## config.mk

```make
export PLATFORM = sky130hd
export DESIGN_NAME = instr_sequencer
export DESIGN_NICKNAME = d
export VERILOG_FILES = /design/src/rtl/seq_pkg.sv /design/src/rtl/seq_decode.sv /design/src/rtl/instr_sequencer.sv
export SDC_FILE = /design/constraint.sdc
export NUM_CORES = 1
export LEC_CHECK = 0
export ABC_CLOCK_PERIOD_IN_PS = 4000
export CAP_MARGIN = 40
export CORE_UTILIZATION = 40
export DETAILED_ROUTE_END_ITERATION = 8
export HOLD_SLACK_MARGIN = 0.03
export PLACE_DENSITY = 0.85
export SLEW_MARGIN = 20
export SYNTH_ARGS = -nofsm -noshare
export SYNTH_HDL_FRONTEND = slang
export SYNTH_SLANG_ARGS = --single-unit
```

## constraint.sdc

```tcl
create_clock -name Clock -period 4 [get_ports Clock]
set_input_delay 1 -clock Clock [delete_from_list [all_inputs] [get_ports Clock]]
set_output_delay 1 -clock Clock [all_outputs]
set_load 0.03 [all_outputs]
```

## src/rtl/seq_pkg.sv

```systemverilog
// Shared definitions for the instruction sequencer: instruction field map,
// class and ALU-op codes, FSM state encoding.
package seq_pkg;

    localparam int unsigned INSTR_W = 32;
    localparam int unsigned RC_W    = 16;

    // Instruction field positions
    localparam int unsigned CLS_MSB = 31;
    localparam int unsigned CLS_LSB = 30;
    localparam int unsigned OP_MSB  = 29;
    localparam int unsigned OP_LSB  = 28;
    localparam int unsigned RD_MSB  = 27;
    localparam int unsigned RD_LSB  = 23;
    localparam int unsigned RS1_MSB = 22;
    localparam int unsigned RS1_LSB = 18;
    localparam int unsigned RS2_MSB = 17;
    localparam int unsigned RS2_LSB = 13;
    localparam int unsigned CNT_MSB = 12;
    localparam int unsigned CNT_LSB = 8;
    localparam int unsigned IMM_MSB = 22;
    localparam int unsigned IMM_LSB = 0;

    // Instruction classes
    typedef enum logic [1:0] {
        CLS_ALU = 2'b00,
        CLS_LDI = 2'b01,
        CLS_REP = 2'b10,
        CLS_CMP = 2'b11
    } cls_e;

    // ALU operation codes
    localparam logic [1:0] OP_ADD = 2'b00;
    localparam logic [1:0] OP_OR  = 2'b01;
    localparam logic [1:0] OP_SUB = 2'b10;
    localparam logic [1:0] OP_AND = 2'b11;

    // Register-form instruction word; LDI reuses bits [22:0] as immediate
    typedef struct packed {
        cls_e       cls;
        logic [1:0] op;
        logic [4:0] rd;
        logic [4:0] rs1;
        logic [4:0] rs2;
        logic [4:0] cnt;
        logic [7:0] rsvd;
    } instr_t;

    typedef enum logic {
        S_IDLE = 1'b0,
        S_EXEC = 1'b1
    } state_e;

endpackage

```

## src/rtl/seq_decode.sv

```systemverilog
// Combinational instruction decoder: maps an instruction word onto the
// control values the sequencer loads when it accepts the instruction.
module seq_decode
    import seq_pkg::*;
#(
    parameter int unsigned ADDR_W = 5,
    parameter int unsigned DATA_W = 32,
    parameter int unsigned CNT_W  = 5
) (
    input  instr_t              instr,
    output cls_e                cls_c,
    output logic [ADDR_W-1:0]   rd_c,
    output logic [ADDR_W-1:0]   rs1_c,
    output logic [ADDR_W-1:0]   rs2_c,
    output logic                we_c,
    output logic                mux_c,
    output logic [1:0]          op_c,
    output logic [DATA_W-1:0]   imm_c,
    output logic [CNT_W-1:0]    cnt_c
);

    // Per-class control values; register form is the default
    always_comb begin
        cls_c = instr.cls;
        op_c  = instr.op;
        rd_c  = ADDR_W'(instr.rd);
        rs1_c = ADDR_W'(instr.rs1);
        rs2_c = ADDR_W'(instr.rs2);
        we_c  = 1'b0;
        mux_c = 1'b1;
        imm_c = '0;
        cnt_c = '0;
        unique case (instr.cls)
            CLS_ALU: we_c = 1'b1;
            CLS_LDI: begin
                we_c  = 1'b1;
                mux_c = 1'b0;
                rs1_c = '0;
                rs2_c = '0;
                imm_c = DATA_W'(instr[IMM_MSB:IMM_LSB]);
            end
            CLS_REP: begin
                we_c  = 1'b1;
                cnt_c = CNT_W'(instr.cnt);
            end
            CLS_CMP: we_c = 1'b0;
            default: ;
        endcase
    end

endmodule

```

## src/rtl/instr_sequencer.sv

```systemverilog
// Multi-cycle control stage in front of the register-file/ALU datapath.
// Accepts one instruction per handshake, then drives the datapath controls
// for one EXEC cycle (count+1 cycles for REP) before retiring with Done.
// Optional: define SEQ_PERF_CNT_EN to enable the saturating retired counter.
module instr_sequencer
    import seq_pkg::*;
#(
    parameter int unsigned ADDR_W = 5,
    parameter int unsigned DATA_W = 32,
    parameter int unsigned CNT_W  = 5
) (
    input  logic                Clock,
    input  logic                Reset,
    input  logic [INSTR_W-1:0]  Instr_in,
    input  logic                Instr_valid,
    output logic                Instr_ready,
    input  logic                zero_flag,
    output logic [ADDR_W-1:0]   Read_Addr_1,
    output logic [ADDR_W-1:0]   Read_Addr_2,
    output logic [ADDR_W-1:0]   Write_Addr,
    output logic                Write_Enable,
    output logic                Mux_cntrl,
    output logic [1:0]          opcode,
    output logic [DATA_W-1:0]   Imm_Out,
    output logic                Z_out,
    output logic                Done,
    output logic [RC_W-1:0]     Retired_Count
);

    state_e              state_q, state_d;
    cls_e                cls_q, cls_d;
    logic [CNT_W-1:0]    cnt_q, cnt_d;
    logic                rdy_en_q;

    logic [ADDR_W-1:0]   ra1_d, ra2_d, wa_d;
    logic                we_d, mux_d, z_d, done_d;
    logic [1:0]          op_d;
    logic [DATA_W-1:0]   imm_d;

    cls_e                dec_cls;
    logic [ADDR_W-1:0]   dec_rd, dec_rs1, dec_rs2;
    logic                dec_we, dec_mux;
    logic [1:0]          dec_op;
    logic [DATA_W-1:0]   dec_imm;
    logic [CNT_W-1:0]    dec_cnt;

    logic                accept_c;
    logic                last_c;

    seq_decode #(
        .ADDR_W (ADDR_W),
        .DATA_W (DATA_W),
        .CNT_W  (CNT_W)
    ) u_decode (
        .instr  (instr_t'(Instr_in)),
        .cls_c  (dec_cls),
        .rd_c   (dec_rd),
        .rs1_c  (dec_rs1),
        .rs2_c  (dec_rs2),
        .we_c   (dec_we),
        .mux_c  (dec_mux),
        .op_c   (dec_op),
        .imm_c  (dec_imm),
        .cnt_c  (dec_cnt)
    );

    // Ready only in IDLE, and held low for the first cycle after reset
    assign Instr_ready = rdy_en_q && (state_q == S_IDLE);
    assign accept_c    = Instr_valid && Instr_ready;
    assign last_c      = (cls_q != CLS_REP) || (cnt_q == '0);

    // State register
    always_ff @(posedge Clock) begin
        if (Reset) begin
            state_q <= S_IDLE;
        end else begin
            state_q <= state_d;
        end
    end

    // Next-state logic
    always_comb begin
        state_d = state_q;
        unique case (state_q)
            S_IDLE: if (accept_c) state_d = S_EXEC;
            S_EXEC: if (last_c)   state_d = S_IDLE;
            default: state_d = S_IDLE;
        endcase
    end

    // Next values for the control/output registers
    always_comb begin
        ra1_d  = Read_Addr_1;
        ra2_d  = Read_Addr_2;
        wa_d   = Write_Addr;
        we_d   = Write_Enable;
        mux_d  = Mux_cntrl;
        op_d   = opcode;
        imm_d  = Imm_Out;
        z_d    = Z_out;
        done_d = 1'b0;
        cls_d  = cls_q;
        cnt_d  = cnt_q;
        unique case (state_q)
            S_IDLE: begin
                if (accept_c) begin
                    ra1_d = dec_rs1;
                    ra2_d = dec_rs2;
                    wa_d  = dec_rd;
                    we_d  = dec_we;
                    mux_d = dec_mux;
                    op_d  = dec_op;
                    imm_d = dec_imm;
                    cls_d = dec_cls;
                    cnt_d = dec_cnt;
                end
            end
            S_EXEC: begin
                if (cls_q == CLS_CMP) z_d = zero_flag;
                if (last_c) begin
                    we_d   = 1'b0;
                    mux_d  = 1'b0;
                    done_d = 1'b1;
                end else begin
                    cnt_d = cnt_q - CNT_W'(1);
                end
            end
            default: ;
        endcase
    end

    // Output and control registers
    always_ff @(posedge Clock) begin
        if (Reset) begin
            rdy_en_q     <= 1'b0;
            Read_Addr_1  <= '0;
            Read_Addr_2  <= '0;
            Write_Addr   <= '0;
            Write_Enable <= 1'b0;
            Mux_cntrl    <= 1'b0;
            opcode       <= '0;
            Imm_Out      <= '0;
            Z_out        <= 1'b0;
            Done         <= 1'b0;
            cls_q        <= CLS_ALU;
            cnt_q        <= '0;
        end else begin
            rdy_en_q     <= 1'b1;
            Read_Addr_1  <= ra1_d;
            Read_Addr_2  <= ra2_d;
            Write_Addr   <= wa_d;
            Write_Enable <= we_d;
            Mux_cntrl    <= mux_d;
            opcode       <= op_d;
            Imm_Out      <= imm_d;
            Z_out        <= z_d;
            Done         <= done_d;
            cls_q        <= cls_d;
            cnt_q        <= cnt_d;
        end
    end

`ifdef SEQ_PERF_CNT_EN
    logic [RC_W-1:0] retired_q;

    // Saturating count of Done pulses
    always_ff @(posedge Clock) begin
        if (Reset) begin
            retired_q <= '0;
        end else if (Done && (retired_q != '1)) begin
            retired_q <= retired_q + RC_W'(1);
        end
    end

    assign Retired_Count = retired_q;
`else
    assign Retired_Count = '0;
`endif

endmodule

```

==> flow_results.org <==
** Clocking
- Once the clock tree was built, the setup fixing pass inserted 0 buffers.
- Clock Latency Late Sink :: 0.30 ns
- Reg clk slew, reported paths :: 0.09 ns
- Maximum buffer depth of the clock tree :: 2
- In this run the number of H-tree levels came out at 2.
- Clock buffer count from CTS :: 5
- Quantity of hold-fixing buffers added after cts :: 0
- The cell sitting at the root of the clock tree is a sky130_fd_sc_hd__clkbuf_8.
- TritonCTS built the clock tree.
- CTS-repair resized insts :: 0
- Clock sink total :: 53

** Setup path
- Reg2reg setup slack :: 2.29 ns
- The worst setup path is captured at a primary output.
- Traced cell by cell, the critical path runs through nor2b_1, clkdlybuf4s50_1.
- Req. time, crit path :: 3.00 ns
- In this design, the stage delay of the slowest critical-path cell is 0.69 ns.
- The critical path crosses 2 cells after its start point.
- For the worst flop-to-flop path, the logic depth is 5.
- In this design, the largest share of critical-path delay is due to buffers and inverters.
- Signal arrival time at the worst endpoint :: 1.68 ns
- Library cell contributing the largest single delay on the critical path :: sky130_fd_sc_hd__clkdlybuf4s50_1
- Of all nets on the critical path, the largest fanout is 12.
- Kind of critical path :: reg2out
- STA classifies the critical path startpoint as a flop.
- The number of buffers and inverters on the critical path is 1.

** Floorplanning
- The initial utilization of the core area, before any placement, comes to 0.414.
- For this design the top-level I/O count stands at about 110.
- Die X-Extent :: 77.2 um
- The floorplan has 27 rows.
- The die covers slightly below 6000 um^2.
- Height of the die :: roughly 77 um
- Core Box Area :: about 5500 um^2

** Place
- Port Buffer Count :: 80
- Counting tap cells, the placed design contains a total of just over 400 instances.
- Hpwl dp :: ~3.6 mm
- RD Place Congestion :: 0.757

** Final layout
- Of the cells placed in the final design, the portion with a size suffix greater than 1 is 0.0640.
- Counting the fill cells in the layout gives between 500 and 600.
- Most frequent standard cell in the layout excluding fill and tap cells :: sky130_fd_sc_hd__clkdlybuf4s50_1
- In the layout the commonest cells are 79 x sky130_fd_sc_hd__clkdlybuf4s50_1, 53 x sky130_fd_sc_hd__dfxtp_1, 53 x sky130_fd_sc_hd__nand2_1.
- Layout-stage area growth over the synthesis result :: 38.8%
- Net count, final :: 380
- The finished layout holds ~420 standard cells, fillers aside.
- The repair_antennas step left the layout with diodes totalling 0.
- At the end of the flow the core is filled with cells to 0.574.

** Global routing
- The number of antenna violations at the first check in global routing came to 0.
- Total congestion overflow :: 0
- First-pass GRT wire length :: 8.52 mm
- Largest net degree at the start of global routing :: 46
- Global-route total usage across every layer :: 0.176
- Via count of the first global-routing pass :: 1865

** Logic synthesis
- Counting distinct cell types in the post-synthesis netlist gives 31.
- A synthesized cell averages about 8.4 um^2.
- Top cell type by total area after synthesis :: sky130_fd_sc_hd__dfxtp_1
- Mapped cell area :: 2260 um^2
- Of the post-synthesis cell area, the dominant cell type holds 0.469.
- Cells after Synth :: between 200 and 300
- Of the synthesized area, sequential elements account for 0.469.
- After synthesis, the cell types taking the most area are sky130_fd_sc_hd__dfxtp_1 47%, sky130_fd_sc_hd__buf_4 10%, sky130_fd_sc_hd__a21oi_1 10%.
- Count of warnings emitted by yosys :: 0
- In this run, synthesis produced a sequential element count of 53.

** Route
- DRC violations left :: 0
- After detailed routing, the total wire length is between 5 and 6 mm.
- Avg Vias per Cell :: 4.87
- Drt first pass iters :: 4
- The detail route stage leaves a number of antenna-violating nets equal to 0.
- Wire length per cell after detailed routing :: 12.6 um
- For this block, the initial DRC count from the detailed router was ~120.
- Total vias in the final route :: roughly 2000

** Power and ir drop
- In this run the static leakage power is around 1.1 nW.
- VDD sags by at most 0.000187 V.
- Dividing total power by cell area gives a power density of 361 nW/um^2.

** Timing
- Derived from the worst setup path, the maximum achievable clock frequency is between 300 and 400 MHz.
- Max-slew violation total from the final report :: 0
- Final setup viols :: 0
- Clock tree skew after final layout :: around 0.0086 ns
- Unrepaired setup endpoints after global routing :: no
- Final Hold Slack :: roughly 0.46 ns
- The worst path in the final design needs a cycle of roughly 2.7 ns, including I/O delays and setup.
- Final hold violation count :: 0
- Post-route fraction of the period consumed by the critical path :: 0.669
- Fin Setup TNS :: 0 ns

** Run
- Max-cap violations in this run came to 0.

** Run status
- The run finished with clean final reports.

** Min path
- Along the worst hold path, the cell count comes to 2.
- In this run the worst hold path is classified as reg2reg.
flip-flops by register name (all words and copies together) (netlist names):
signal        cells
Read_Addr_2       5
cls_q             2
Write_Enable      1
Write_Addr        5
Read_Addr_1       5
cnt_q             5
Imm_Out          23
rdy_en_q          1
Mux_cntrl         1
state_q           1
Z_out             1
opcode            2
Done              1
area by class of cell:
cell class,count,area (um^2),area share
flip-flops and latches,53,1060,0.338
clock buffers,7,86.3,0.0275
clock inverters,1,30.0,0.00956
inverters,5,18.8,0.00597
well taps,72,90.1,0.0287
repair buffers,85,865,0.275
multi-input cells,193,991,0.315
cells in the mapped netlist:
cell type	number
sky130_fd_sc_hd__a211oi_2	2
sky130_fd_sc_hd__a21oi_1	45
sky130_fd_sc_hd__a221oi_1	2
sky130_fd_sc_hd__a221oi_2	2
sky130_fd_sc_hd__a311oi_1	1
sky130_fd_sc_hd__a32o_1	1
sky130_fd_sc_hd__and2_1	1
sky130_fd_sc_hd__buf_2	3
sky130_fd_sc_hd__buf_4	31
sky130_fd_sc_hd__clkbuf_1	10
sky130_fd_sc_hd__conb_1	1
sky130_fd_sc_hd__dfxtp_1	53
sky130_fd_sc_hd__ha_1	1
sky130_fd_sc_hd__inv_1	5
sky130_fd_sc_hd__mux2i_1	1
sky130_fd_sc_hd__nand2_1	53
sky130_fd_sc_hd__nand2_2	1
sky130_fd_sc_hd__nand2b_1	2
sky130_fd_sc_hd__nand3_1	35
sky130_fd_sc_hd__nand3b_1	1
sky130_fd_sc_hd__nor2_1	5
sky130_fd_sc_hd__nor2b_1	3
sky130_fd_sc_hd__nor3_1	1
sky130_fd_sc_hd__nor3b_1	1
sky130_fd_sc_hd__nor3b_2	1
sky130_fd_sc_hd__nor4b_4	1
sky130_fd_sc_hd__o21ai_0	2
sky130_fd_sc_hd__o21ai_1	2
sky130_fd_sc_hd__o31a_4	1
sky130_fd_sc_hd__o31ai_1	1
sky130_fd_sc_hd__xor2_1	2
metrics by stage:
stage,setup WS (ns),power [mW],cell area [um^2]
3_5_place_dp,1.09,0.776,3010
4_1_cts,1.33,1.15,3130
6_report,1.32,1.14,3140
3_3_place_gp,1.12,0.768,2970
2_1_floorplan,2.21,0.714,2350
5_1_grt,1.24,1.18,3140
worst min-delay path: cells and delay by family (launching register included):
| family | cells | cell delay (ns) |
|---|---|---|
| flops | 1 | 0.32 |
| compound gates | 1 | 0.05 |
| simple gates | 1 | 0.05 |
layer usage:
layer	up-vias	wire length, um	track usage	share of wire
li1	1004	-	-	-
met1	934	2180	0.199	0.42
met2	81	2540	0.308	0.48
met3	6	484	0.0702	0.092
met4	0	40	0.0434	0.0076
met5	-	0	0	0
where the power goes:
part,switching (mW),total (mW),internal [mW],leakage [nW]
registers,0.0129,0.558,0.545,0.431
clock network,0.166,0.370,0.204,0.0585
logic,0.124,0.207,0.0829,0.645
total,0.303,1.14,0.832,1.13
final timing paths:
kind                               startpoint                          end
setup / recovery           state_q$_SDFF_PP0_                  Instr_ready
hold / removal    Read_Addr_1[0]$_SDFFE_PP0P_  Read_Addr_1[0]$_SDFFE_PP0P_
setup reg to reg           state_q$_SDFF_PP0_   Write_Addr[0]$_SDFFE_PP0P_
hold reg to reg   Read_Addr_1[0]$_SDFFE_PP0P_  Read_Addr_1[0]$_SDFFE_PP0P_
cell families (layout without fill, tap and decap cells):
logic type / after synthesis / count (layout) / synth area share
AND/OR/NAND/NOR: 105 / 105 / 0.218
other: 1 / 25 / 0.00166
buffers and inverters: 49 / 98 / 0.134
adder cells (fa/ha/maj): 1 / 1 / 0.00553
multiplexers: 1 / 1 / 0.00442
XOR/XNOR: 2 / 2 / 0.00774
AO/OA/AOI/OAI: 59 / 59 / 0.160
flip-flops: 53 / 53 / 0.469
Power figures use the tool's default switching activity.
